**src/rtl/hs_mul_pkg.sv**
```systemverilog
// rtl/hs_mul_pkg.sv - shared state type, defaults and read-state helper for hs_mul_host
// HS_MUL_CHECK_EN adds the operand readback states CHK_A/CHK_B.
package hs_mul_pkg;

    localparam int DEF_WIDTH  = 16;
    localparam int DEF_SETTLE = 2;

    typedef enum logic [2:0] {
        S_IDLE,
        S_SHIFT,
        S_LATCH,
`ifdef HS_MUL_CHECK_EN
        S_CHK_A,
        S_CHK_B,
`endif
        S_RD_LO,
        S_RD_HI,
        S_DONE
    } state_t;

    // States that hold a read-select setting and sample res_in on their final cycle.
    function automatic logic state_is_read(state_t s);
        logic r;
        r = 1'b0;
        case (s)
`ifdef HS_MUL_CHECK_EN
            S_CHK_A, S_CHK_B: r = 1'b1;
`endif
            S_RD_LO, S_RD_HI: r = 1'b1;
            default:          r = 1'b0;
        endcase
        return r;
    endfunction

endpackage

```
**src/rtl/hs_mul_piso.sv**
```systemverilog
// rtl/hs_mul_piso.sv - dual-lane MSB-first parallel-in serial-out shifter
// Serial outputs are registered and return to 0 whenever the shifter is idle.
module hs_mul_piso #(
    parameter int WIDTH = 16
) (
    input  logic             clk,
    input  logic             rst,
    input  logic             load,
    input  logic             shift_en,
    input  logic [WIDTH-1:0] data_a,
    input  logic [WIDTH-1:0] data_b,
    output logic             ser_a,
    output logic             ser_b,
    output logic             done
);

    localparam int CW = (WIDTH > 1) ? $clog2(WIDTH) : 1;

    logic [WIDTH-1:0] sr_a;
    logic [WIDTH-1:0] sr_b;
    logic [CW-1:0]    cnt;

    // The MSB goes out on the load edge itself, so the register keeps only the remaining bits.
    always_ff @(posedge clk or posedge rst) begin
        if (rst) begin
            sr_a  <= '0;
            sr_b  <= '0;
            cnt   <= '0;
            ser_a <= 1'b0;
            ser_b <= 1'b0;
        end else if (load) begin
            ser_a <= data_a[WIDTH-1];
            ser_b <= data_b[WIDTH-1];
            sr_a  <= data_a << 1;
            sr_b  <= data_b << 1;
            cnt   <= '0;
        end else if (shift_en) begin
            ser_a <= sr_a[WIDTH-1];
            ser_b <= sr_b[WIDTH-1];
            sr_a  <= sr_a << 1;
            sr_b  <= sr_b << 1;
            cnt   <= cnt + 1'b1;
        end else begin
            ser_a <= 1'b0;
            ser_b <= 1'b0;
        end
    end

    assign done = (cnt == CW'(WIDTH - 1));

endmodule

```
**src/rtl/hs_mul_host.sv**
```systemverilog
// rtl/hs_mul_host.sv - host driver for the serial-input multiplier: shift, latch, read back product
// HS_MUL_CHECK_EN adds operand readback (CHK_A/CHK_B) and the chk_err output.
module hs_mul_host
    import hs_mul_pkg::*;
#(
    parameter int WIDTH  = DEF_WIDTH,
    parameter int SETTLE = DEF_SETTLE
) (
    input  logic               clk,
    input  logic               rst,
    input  logic               in_valid,
    output logic               in_ready,
    input  logic [WIDTH-1:0]   in_a,
    input  logic [WIDTH-1:0]   in_b,
    output logic               ser_a,
    output logic               ser_b,
    output logic               latch_gate,
    output logic               rd_op,
    output logic               rd_sel,
    output logic               mul_rst_n,
    input  logic [WIDTH-1:0]   res_in,
    output logic               out_valid,
    input  logic               out_ready,
    output logic [2*WIDTH-1:0] out_result
`ifdef HS_MUL_CHECK_EN
    ,
    output logic               chk_err
`endif
);

    localparam int SW = (SETTLE > 1) ? $clog2(SETTLE) : 1;
    localparam logic [SW-1:0] SETTLE_LAST = SW'(SETTLE - 1);

    state_t        state;
    state_t        next_state;
    logic [SW-1:0] settle_cnt;
    logic          settle_last;
    logic          accept;
    logic          shift_done;
    logic          shift_en;
    logic          next_rd_op;
    logic          next_rd_sel;

    assign in_ready    = (state == S_IDLE);
    assign out_valid   = (state == S_DONE);
    assign accept      = in_valid && in_ready;
    assign settle_last = (settle_cnt == SETTLE_LAST);
    assign shift_en    = (state == S_SHIFT) && !shift_done;

    hs_mul_piso #(
        .WIDTH(WIDTH)
    ) u_piso (
        .clk      (clk),
        .rst      (rst),
        .load     (accept),
        .shift_en (shift_en),
        .data_a   (in_a),
        .data_b   (in_b),
        .ser_a    (ser_a),
        .ser_b    (ser_b),
        .done     (shift_done)
    );

    always_ff @(posedge clk or posedge rst) begin
        if (rst) state <= S_IDLE;
        else     state <= next_state;
    end

    always_comb begin
        next_state  = state;
        next_rd_op  = 1'b0;
        next_rd_sel = 1'b0;
        case (state)
            S_IDLE:  if (in_valid) next_state = S_SHIFT;
            S_SHIFT: if (shift_done) next_state = S_LATCH;
`ifdef HS_MUL_CHECK_EN
            S_LATCH: next_state = S_CHK_A;
            S_CHK_A: if (settle_last) next_state = S_CHK_B;
            S_CHK_B: if (settle_last) next_state = S_RD_LO;
`else
            S_LATCH: next_state = S_RD_LO;
`endif
            S_RD_LO: if (settle_last) next_state = S_RD_HI;
            S_RD_HI: if (settle_last) next_state = S_DONE;
            S_DONE:  if (out_ready) next_state = S_IDLE;
            default: next_state = S_IDLE;
        endcase
        case (next_state)
`ifdef HS_MUL_CHECK_EN
            S_CHK_A: next_rd_op = 1'b1;
            S_CHK_B: begin
                next_rd_op  = 1'b1;
                next_rd_sel = 1'b1;
            end
`endif
            S_RD_HI: next_rd_sel = 1'b1;
            default: ;
        endcase
    end

    // Each read setting restarts its own settle count on entry.
    always_ff @(posedge clk or posedge rst) begin
        if (rst)                                             settle_cnt <= '0;
        else if (next_state != state || !state_is_read(state)) settle_cnt <= '0;
        else                                                 settle_cnt <= settle_cnt + 1'b1;
    end

    // Pin controls are decoded from next_state so they change on the same edge as the FSM.
    always_ff @(posedge clk or posedge rst) begin
        if (rst) begin
            latch_gate <= 1'b0;
            rd_op      <= 1'b0;
            rd_sel     <= 1'b0;
            mul_rst_n  <= 1'b0;
        end else begin
            latch_gate <= (next_state == S_LATCH);
            rd_op      <= next_rd_op;
            rd_sel     <= next_rd_sel;
            mul_rst_n  <= 1'b1;
        end
    end

    always_ff @(posedge clk or posedge rst) begin
        if (rst) begin
            out_result <= '0;
        end else if (settle_last && state == S_RD_LO) begin
            out_result[WIDTH-1:0] <= res_in;
        end else if (settle_last && state == S_RD_HI) begin
            out_result[2*WIDTH-1:WIDTH] <= res_in;
        end
    end

`ifdef HS_MUL_CHECK_EN
    logic [WIDTH-1:0] a_cap;
    logic [WIDTH-1:0] b_cap;

    always_ff @(posedge clk or posedge rst) begin
        if (rst) begin
            a_cap   <= '0;
            b_cap   <= '0;
            chk_err <= 1'b0;
        end else if (accept) begin
            a_cap   <= in_a;
            b_cap   <= in_b;
            chk_err <= 1'b0;
        end else if (settle_last && state == S_CHK_A && res_in != a_cap) begin
            chk_err <= 1'b1;
        end else if (settle_last && state == S_CHK_B && res_in != b_cap) begin
            chk_err <= 1'b1;
        end
    end
`endif

endmodule

```
**config.mk**
```make
export PLATFORM = sky130hd
export DESIGN_NAME = hs_mul_host
export DESIGN_NICKNAME = d
export VERILOG_FILES = /design/src/rtl/hs_mul_pkg.sv /design/src/rtl/hs_mul_piso.sv /design/src/rtl/hs_mul_host.sv
export SDC_FILE = /design/constraint.sdc
export NUM_CORES = 1
export LEC_CHECK = 0
export CORE_ASPECT_RATIO = 1.2
export CORE_UTILIZATION = 43
export CTS_CLUSTER_SIZE = 16
export DETAILED_ROUTE_END_ITERATION = 7
export GPL_ROUTABILITY_DRIVEN = 0
export GPL_TIMING_DRIVEN = 0
export HOLD_SLACK_MARGIN = 0.06
export PLACE_DENSITY = 0.76
export SYNTH_ARGS = -nofsm -noshare
export SYNTH_HDL_FRONTEND = slang
export SYNTH_SLANG_ARGS = --single-unit
```
**constraint.sdc**
```tcl
create_clock -name clk -period 2.5 [get_ports clk]
set_input_delay 0.5 -clock clk [delete_from_list [all_inputs] [get_ports clk]]
set_output_delay 0.5 -clock clk [all_outputs]
set_load 0.01 [all_outputs]
```
==> flow_summary.toml, run 1 <==
[run_status]
outcome = "complete, no violations"

[pwr]
ir_drop_v = 0.000580
power_mw = 5.00
p_leak_nw = 1.95
p_per_area_mw_per_mm2 = 1100

[detailed_routing]
vias = 2692
via_per_inst = 5.47
dr.pass1.iters = 4
wl_per_cell_um = 15.6
drtIter0Drc = 208
drc_errors = 0
wl_um = 7660
drtAntennaViolNets = 0

[placement]
place_area_sq_mm = 0.00431
portBuffers = 90
dp_slack_ns = 0.347
placed_cells = 476
post-dp-hpwl_um = 5340

[floorplanning]
die_y_um = 97.6
rows = 34
coreArea_sq_mm = 0.00732
die_area_sq_mm = 0.00797
boundaryPins = 92
die_w_um = 81.7
start_util_pct = 44.8

[finish]
fin_area_sq_mm = 0.00454
drive_gt1_share_pct = 16.7
areaGrowthSynthToFinish_pct = 38.7
antenna_cells = 0
stdcell_count = 492
final_util_pct = 62.1
layout_common_cells = "clkdlybuf4s50_1 (90), dfrtp_1 (75), mux2_2 (32)"
final_common_cell = "clkdlybuf4s50_1"
finalNetCount = 450

[timing]
rsz0062_at_grt = "false"
fin_crit_sh_pct = 92.0
setup_ws_ns = 0.201
final-setup-viol-count = 0
fin_setup_tns_ns = 0
hold_viol = 0
finalMaxSlewViolations = 0
holdWs_ns = 0.503
min_period_ns = 2.30
skew_ns = 0.00483
max_freq_ghz = 0.435

[global_routing]
grt_antenna_before_repair = 0
grt_pass1_wl_um = 12600
grt.total_usage_pct = 20.7
grt_start_max_net_pins = 44
grt_overflow_total = 0
grt_pass1_vias = 2663

[synthesis]
ys_seq_elements = 75
synth_nets = 348
synth_area_per_cell_sq_um = 11.1
ys_types = 35
yosysSeqAreaShare_pct = 57.3
yosysWarnings = 0
synthesis.area_sq_mm = 0.00327
netlist_instances = 295

[cts]
cts_sinks = 75
clk_latency_ns = 0.35
postCtsSetupBuffers = 0
cts_root_buffer = "clkbuf_8"
cts_buffers = 9
clk_path_buf_depth = 2
cts_tree = "done"
htree_num_levels = 3
path_clk_slew_ns = 0.07

[critical_path]
r2r_slack_ns = 0.60
slowest_delay_ns = 0.53
cp-end-kind = "output port"
crit_fanout = 10
crit_chain = "buf_2, nor2b_2, and2_1, clkdlybuf4s50_1"
critPathSlowestCell = "clkdlybuf4s50_1"
worstPathArrival_ns = 1.80
critPathKind = "flop to output port"
cp.required_ns = 2.00
worstSetupStartpointType = "flop"

[worst_hold_path]
worst_hold_path_type = "flop to flop"

[run]
maxCapViolations = 0
report_power, final:
group	leakage, nW	total [mW]	switching, mW	internal, mW
clock	0.113	1.05	0.439	0.615
combinational	0.908	1.96	0.921	1.04
sequential	0.927	1.98	0.264	1.72
worst max-delay path, delay by kind of cell, from the launching register on:
family / cells / cell delay (ns)
AND/OR/NAND/NOR: 2 / 0.36
buffers and inverters: 2 / 0.75
flip-flops: 1 / 0.34
registers in the layout (all words and copies together), names as in the netlist:
register,count
mul_rst_n,1
u_piso.sr_a,15
u_piso.cnt,4
state,3
settle_cnt,1
latch_gate,1
rd_sel,1
u_piso.sr_b,15
u_piso.ser_a,1
out_result,32
u_piso.ser_b,1
path summary, 6_finish.rpt:
kind / from / end / depth (start not counted)
setup / recovery: state[2] / out_valid / 4
min in group asynchronous: rst / out_result[24] / 2
setup reg to reg: state[1] / u_piso.sr_a[9] / 6
hold / removal: u_piso.sr_b[15] / u_piso.ser_b / 1
hold reg to reg: u_piso.sr_b[15] / u_piso.ser_b / 1
max in group asynchronous: rst / u_piso.ser_b / 3
per-layer routing:
| layer | vias up | GRT usage, % | wire (um) |
|---|---|---|---|
| met5 | - | 0 | 0 |
| met4 | 0 | 8.50 | 123 |
| met3 | 10 | 7.89 | 735 |
| met2 | 95 | 32.6 | 3660 |
| met1 | 1318 | 25.0 | 3150 |
| li1 | 1269 | - | - |
cells in the mapped netlist (all sizes together):
library cell	number	share of area [%]
nand2	10	1.1
and3	3	0.57
nor4b	1	0.73
nor4bb	1	0.31
or4	1	0.23
and2	1	0.19
ha	1	0.38
mux2	32	11
a31oi	25	4.8
nand3	4	0.61
a22o	2	0.54
nand3b	1	0.23
nor2	27	3.1
a221o	2	0.61
clkbuf	12	1.4
a21oi	30	4.6
a21boi	2	0.46
buf	14	2.5
nand4b	1	0.73
or3b	1	0.34
nor2b	2	0.38
o21ai	29	4.4
mux2i	3	0.92
or4b	1	0.31
nor3b	1	0.23
a31o	1	0.27
inv	4	0.46
o32ai	1	0.27
dfrtp	75	57
or3	1	0.19
nor3	4	0.61
conb	2	0.23
kinds of logic (layout without fill, tap and decap cells):
kind of cell,count (synthesis),count (layout),share of synthesized area [%]
mux,35,35,11.9
fa+ha+maj,1,1,0.382
buf+inv,30,137,4.32
other cells,2,2,0.229
flops,75,75,57.3
compound gates,92,92,15.9
simple gates,60,60,9.90
area by class of cell:
type	count	area, sq um
multi-input combinational	190	1260
clock buffer	12	155
clock inverter	4	72.6
buffer	26	126
sequential	75	1880
fill	614	2780
tap	90	113
timing repair buffer	91	921
inverter	4	17.5
timing repair:
action,4_1_cts,5_1_grt
endpoints found under the setup margin,0,1
gates resized for setup,0,1
hold buffers,0,0
(Power assumes the default switching activity.)
==> run 2, diff against run 1 <==
- CELL_PAD_IN_SITES_DETAIL_PLACEMENT: unset -> 2
- CELL_PAD_IN_SITES_GLOBAL_PLACEMENT: unset -> 2
- CORE_UTILIZATION: 43 -> 30
- PLACE_DENSITY: 0.76 -> unset
- PLACE_DENSITY_LB_ADDON: unset -> 0.1
- clock period: 2.5 -> 2.6 ns (I/O delays scaled with it)
==> run 2 against run 1 <==
  * Count of clock-buffer cells in the layout stayed put
  * Sequential power is 3% lower
  * Cell count is 7.9% higher
  * Clock skew hardly changed
  * Sequential share of layout area is 1.4 points lower
  * Core utilization is 18 points lower
  * Die area is 42% higher
  * Critical path type unchanged
  * Largest cell class unchanged
  * Highest routed layer unchanged
==> flow_summary.toml, run 2 (synthesized netlist as in run 1, its figures left out) <==
[run_status]
outcome = "complete, no violations"

[cts]
postCtsSetupBuffers = 0
hold_buffers = 0
cts_root_buffer = "clkbuf_16"
htree_num_levels = 3
path_clk_slew_ns = 0.06
cts_buffers = 9
cts_tree = "done"
cts_sinks = 75
clk_path_buf_depth = 2
clk_latency_ns = 0.34
cts_resized = 0

[timing]
slew_headroom_pct = 66.0
max_freq_ghz = 0.415
skew_ns = 0.00441
tightest_slew_ns = 0.510
min_period_ns = 2.41
fin_crit_sh_pct = 92.7
final-setup-viol-count = 0
rsz0062_at_grt = "false"
hold_viol = 0
finalMaxSlewViolations = 0

[finish]
multi_input_area_sq_mm = 0.00126
stdcell_count = 531
fin_area_sq_mm = 0.00470
antenna_cells = 0
layout_common_cells = "clkdlybuf4s50_1 (90), dfrtp_1 (75), mux2_2 (32)"
finalNetCount = 450
drive_gt1_share_pct = 16.4
fillCellCount = 1088
largest_reg_flops = 32
top_regs = "out_result x32, u_piso.sr_a x15, u_piso.sr_b x15"
areaGrowthSynthToFinish_pct = 43.4
regArea_sq_mm = 0.00188
top_register = "out_result"
final_common_cell = "clkdlybuf4s50_1"

[global_routing]
grt_antenna_before_repair = 0
grt.total_usage_pct = 17.9
grt_pass1_vias = 3005
grt_start_max_net_pins = 42
grt_pass1_wl_um = 15500
grt_overflow_total = 0

[detailed_routing]
drc_errors = 0
drtIter0Drc = 83
dr.pass1.iters = 4
via_per_inst = 5.06
wl_per_cell_um = 17.9
vias = 2685
drtAntennaViolNets = 0
wl_um = 9530

[floorplanning]
rows = 41
die_y_um = 116
die_w_um = 97.4
die_area_sq_mm = 0.0113
boundaryPins = 92
start_util_pct = 31.0
coreArea_sq_mm = 0.0106

[worst_hold_path]
hold_depth = 1
worst_hold_path_type = "flop to flop"

[placement]
post-dp-hpwl_um = 6650
place_area_sq_mm = 0.00437
placed_cells = 515
portBuffers = 90

[pwr]
p_leak_nw = 2.00
power_mw = 5.23
p_per_area_mw_per_mm2 = 1110
ir_drop_v = 0.000437

[critical_path]
worstPathArrival_ns = 1.89
cp.depth = 4
slowest_delay_ns = 0.54
rr_worst_depth = 6
crit_fanout = 10
path_buf_inv = 2
critPathKind = "flop to output port"
crit_chain = "buf_2, nor2b_1, and2_1, clkdlybuf4s50_1"
worstSetupStartpointType = "flop"
critPathSlowestCell = "clkdlybuf4s50_1"
cp.required_ns = 2.08
cp-end-kind = "output port"
critical_path.top_delay_family = "buffers and inverters"

[run]
maxCapViolations = 0
[run 2: area by class of cell]
type                       count  area share, %
tap                          129           3.44
clock buffer                  12           5.46
sequential                    75           40.0
inverter                       4          0.373
multi-input combinational    190           26.8
timing repair buffer          91           19.8
clock inverter                 4           1.55
buffer                        26           2.69
[run 2: path summary, 6_finish.rpt]
path / startpoint / end / slack (ns)
max in group asynchronous: rst / u_piso.cnt[2] / 1.48
min: u_piso.sr_a[15] / u_piso.ser_a / 0.49
min in group asynchronous: rst / out_result[3] / 0.56
max: state[2] / out_valid / 0.19
min reg2reg: u_piso.sr_a[15] / u_piso.ser_a / 0.49
max reg2reg: state[1] / u_piso.sr_a[3] / 0.67
[run 2: per-layer routing]
metal,part of all wire (%),vias up,GRT usage (%),routed length [um]
li1,-,1255,-,-
met1,40,1344,19.4,3840
met2,50,75,31.7,4810
met3,7.4,11,6.34,701
met4,1.9,0,8.14,181
met5,0,-,0,0
[run 2: per-stage QoR]
stage	hold slack, ns	setup TNS (ns)	utilization [%]	setup slack [ns]
2_1_floorplan	0.460	0	-	0.170
3_3_place_gp	0.475	-98.23	41.0	-1.31
3_5_place_dp	0.480	0	41.3	0.275
4_1_cts	0.498	0	44.4	0.155
5_1_grt	0.519	0	44.4	0.0811
6_report	0.494	0	44.4	0.190
[run 2: where the power goes]
| group | leakage, nW | switching, mW | total (mW) | internal [mW] |
|---|---|---|---|---|
| Combinational | 0.911 | 0.933 | 1.94 | 1.01 |
| Sequential | 0.927 | 0.272 | 1.93 | 1.65 |
| Clock | 0.159 | 0.478 | 1.37 | 0.891 |
==> run 3, diff against run 2 <==
- CORE_UTILIZATION: 30 -> 31
- GPL_TIMING_DRIVEN: 0 -> 1
- SYNTH_HIERARCHICAL: unset -> 1
==> run 3 against run 2 <==
  * Register-to-register slack worse by 0.11 ns
  * Global-route usage shrank 3.8 points
  * Combinational power fell by 12%
  * Sequential power shrank 3%
  * Area after synthesis grew 2.0%
  * Maximum frequency grew 5.2%
==> flow_summary.toml, run 3 <==
[synthesis]
synth_common_cells = "dfrtp_1 (75), nand2_1 (34), mux2i_1 (29), o21ai_1 (24), mux2_2 (22)"
synth_top_family_by_area = "multiplexers"
synth_edf_count = 0
synth_top_cell_area_share_pct = 56.2
ys_seq_elements = 75
netlist_top_cells_area = "dfrtp_1 (56%), mux2i_1 (8.7%), mux2_2 (7.4%)"
synthMostInstantiatedCell = "dfrtp_1"
synth-compound-area-share_pct = 6.44
async_flop_share_pct = 100
yosysWarnings = 6
synth_flop_cell = "dfrtp_1"
synth_xor_area_share_pct = 0.262
synth_fa_ha_area_share_pct = 0.375
synth-simple-area-share_pct = 9.59
netlist_instances = 262
synth_nets = 315
synth_area_per_cell_sq_um = 12.8
ys_types = 39
yosys.area.top_type = "dfrtp_1"
synthMuxAreaShare_pct = 21.0
yosysSeqAreaShare_pct = 56.2
synthesis.area_sq_mm = 0.00334

[pwr]
power_mw = 4.77
p_per_area_mw_per_mm2 = 1040
ir_drop_v = 0.000294
p_leak_nw = 2.08

[detailed_routing]
via_per_inst = 4.66
drc_errors = 0
drtAntennaViolNets = 0
dr.pass1.iters = 3
vias = 2260
wl_um = 7450
wl_per_cell_um = 15.4
drtIter0Drc = 30

[floorplanning]
boundaryPins = 92
die_y_um = 116
rows = 41
die_w_um = 96.8
start_util_pct = 31.8
coreArea_sq_mm = 0.0105
die_area_sq_mm = 0.0112

[placement]
portBuffers = 90
post-dp-hpwl_um = 5040

[cts]
clk_latency_ns = 0.33
cts_root_buffer = "clkbuf_16"
cts_tree = "done"
cts_resized = 0
path_clk_slew_ns = 0.06
htree_num_levels = 3
cts_buffers = 9
clk_path_buf_depth = 2
postCtsSetupBuffers = 0
hold_buffers = 0
cts_sinks = 75

[finish]
largest_reg_flops = 32
layout_common_cells = "clkdlybuf4s50_1 (90), dfrtp_1 (75), nand2_1 (34)"
top_register = "out_result"
drive_gt1_share_pct = 17.4
finalNetCount = 405
antenna_cells = 0
final_common_cell = "clkdlybuf4s50_1"
areaGrowthSynthToFinish_pct = 36.9
top_regs = "out_result x32, u_piso/sr_a x15, u_piso/sr_b x15"

[run_status]
outcome = "complete, no violations"

[critical_path]
critPathKind = "flop to output port"
cp.required_ns = 2.08
r2r_slack_ns = 0.56
rr_worst_depth = 6
worstReg2RegStart = "u_piso/cnt[0]"
r2r-end = "u_piso/cnt[3]"
worstPathArrival_ns = 1.77
cp-end-kind = "output port"
crit_fanout = 9
worstSetupStartpointType = "flop"

[worst_hold_path]
whs_endpoint = "u_piso/ser_b"
hold_depth = 1
worst_hold_path_type = "flop to flop"
hold_start = "u_piso/sr_b[15]"

[timing]
skew_ns = 0.00667
max_freq_ghz = 0.436
rsz0062_at_grt = "false"
fin_setup_tns_ns = 0
min_period_ns = 2.29
finalMaxSlewViolations = 0
hold_viol = 0
fin_crit_sh_pct = 88.1
final-setup-viol-count = 0
tightest_slew_ns = 0.504
slew_headroom_pct = 66.4

[global_routing]
grt_pass1_vias = 2443
grt_antenna_before_repair = 0
grt_start_max_net_pins = 40
grt_pass1_wl_um = 12300
grt_overflow_total = 0
grt.total_usage_pct = 14.1

[run]
maxCapViolations = 0
==> run 3: cell type report <==
class                   instances  area (sq um)
flip-flops and latches         75          1880
well taps                     129           161
repair buffers                 97           966
multi-input cells             164          1270
clock inverters                 3          40.0
clock buffers                  12           236
fillers                      1074          5940
inverters                       5          18.8
==> run 3: stage by stage <==
stage / hold WS (ns) / instances / cell area [sq um] / utilization (%) / setup slack, ns
after floorplan: 0.465 / 262 / 3340 / - / 0.706
after global placement: 0.485 / 470 / 4300 / 40.9 / 0.611
after detailed placement: 0.491 / 470 / 4300 / 40.9 / 0.536
after CTS: 0.505 / 485 / 4570 / 43.5 / 0.269
after global routing: 0.517 / 485 / 4570 / 43.5 / 0.188
final: 0.499 / 485 / 4570 / 43.5 / 0.308
==> run 3: worst max path at each step <==
stage	startpoint	end	cells past startpoint
2_1_floorplan	u_piso/cnt[0]	u_piso/cnt[3]	6
3_3_place_gp	u_piso/cnt[0]	u_piso/cnt[3]	6
3_5_place_dp	u_piso/cnt[0]	u_piso/cnt[3]	6
4_1_cts	state[2]	out_valid	3
5_1_grt	state[2]	out_valid	3
6_report	state[2]	out_valid	3
==> run 3: metal layers <==
| layer | wire length [um] | global-route usage [%] |
|---|---|---|
| met3 | 283 | 2.71 |
| met2 | 3690 | 24.2 |
| met1 | 3320 | 16.8 |
| met4 | 161 | 8.06 |
| met5 | 0 | 0 |
==> run 3: where the power goes <==
part	internal (mW)	total [mW]	leakage, nW	switching, mW
Combinational	0.968	1.71	0.988	0.743
Sequential	1.60	1.87	0.955	0.270
Clock	0.735	1.19	0.136	0.458
==> run 3: critical path, stage by stage (launching register included) <==
cell,delay [ns]
dfrtp_1,0.51
nor2b_4,0.23
and2_2,0.15
clkdlybuf4s50_1,0.55
==> run 3: cells by family after synthesis <==
kind of cell | count (synthesis)
compound gates | 39
xor+xnor | 1
fa+ha+maj | 1
buf+inv | 23
flops | 75
mux | 62
other cells | 2
simple gates | 59
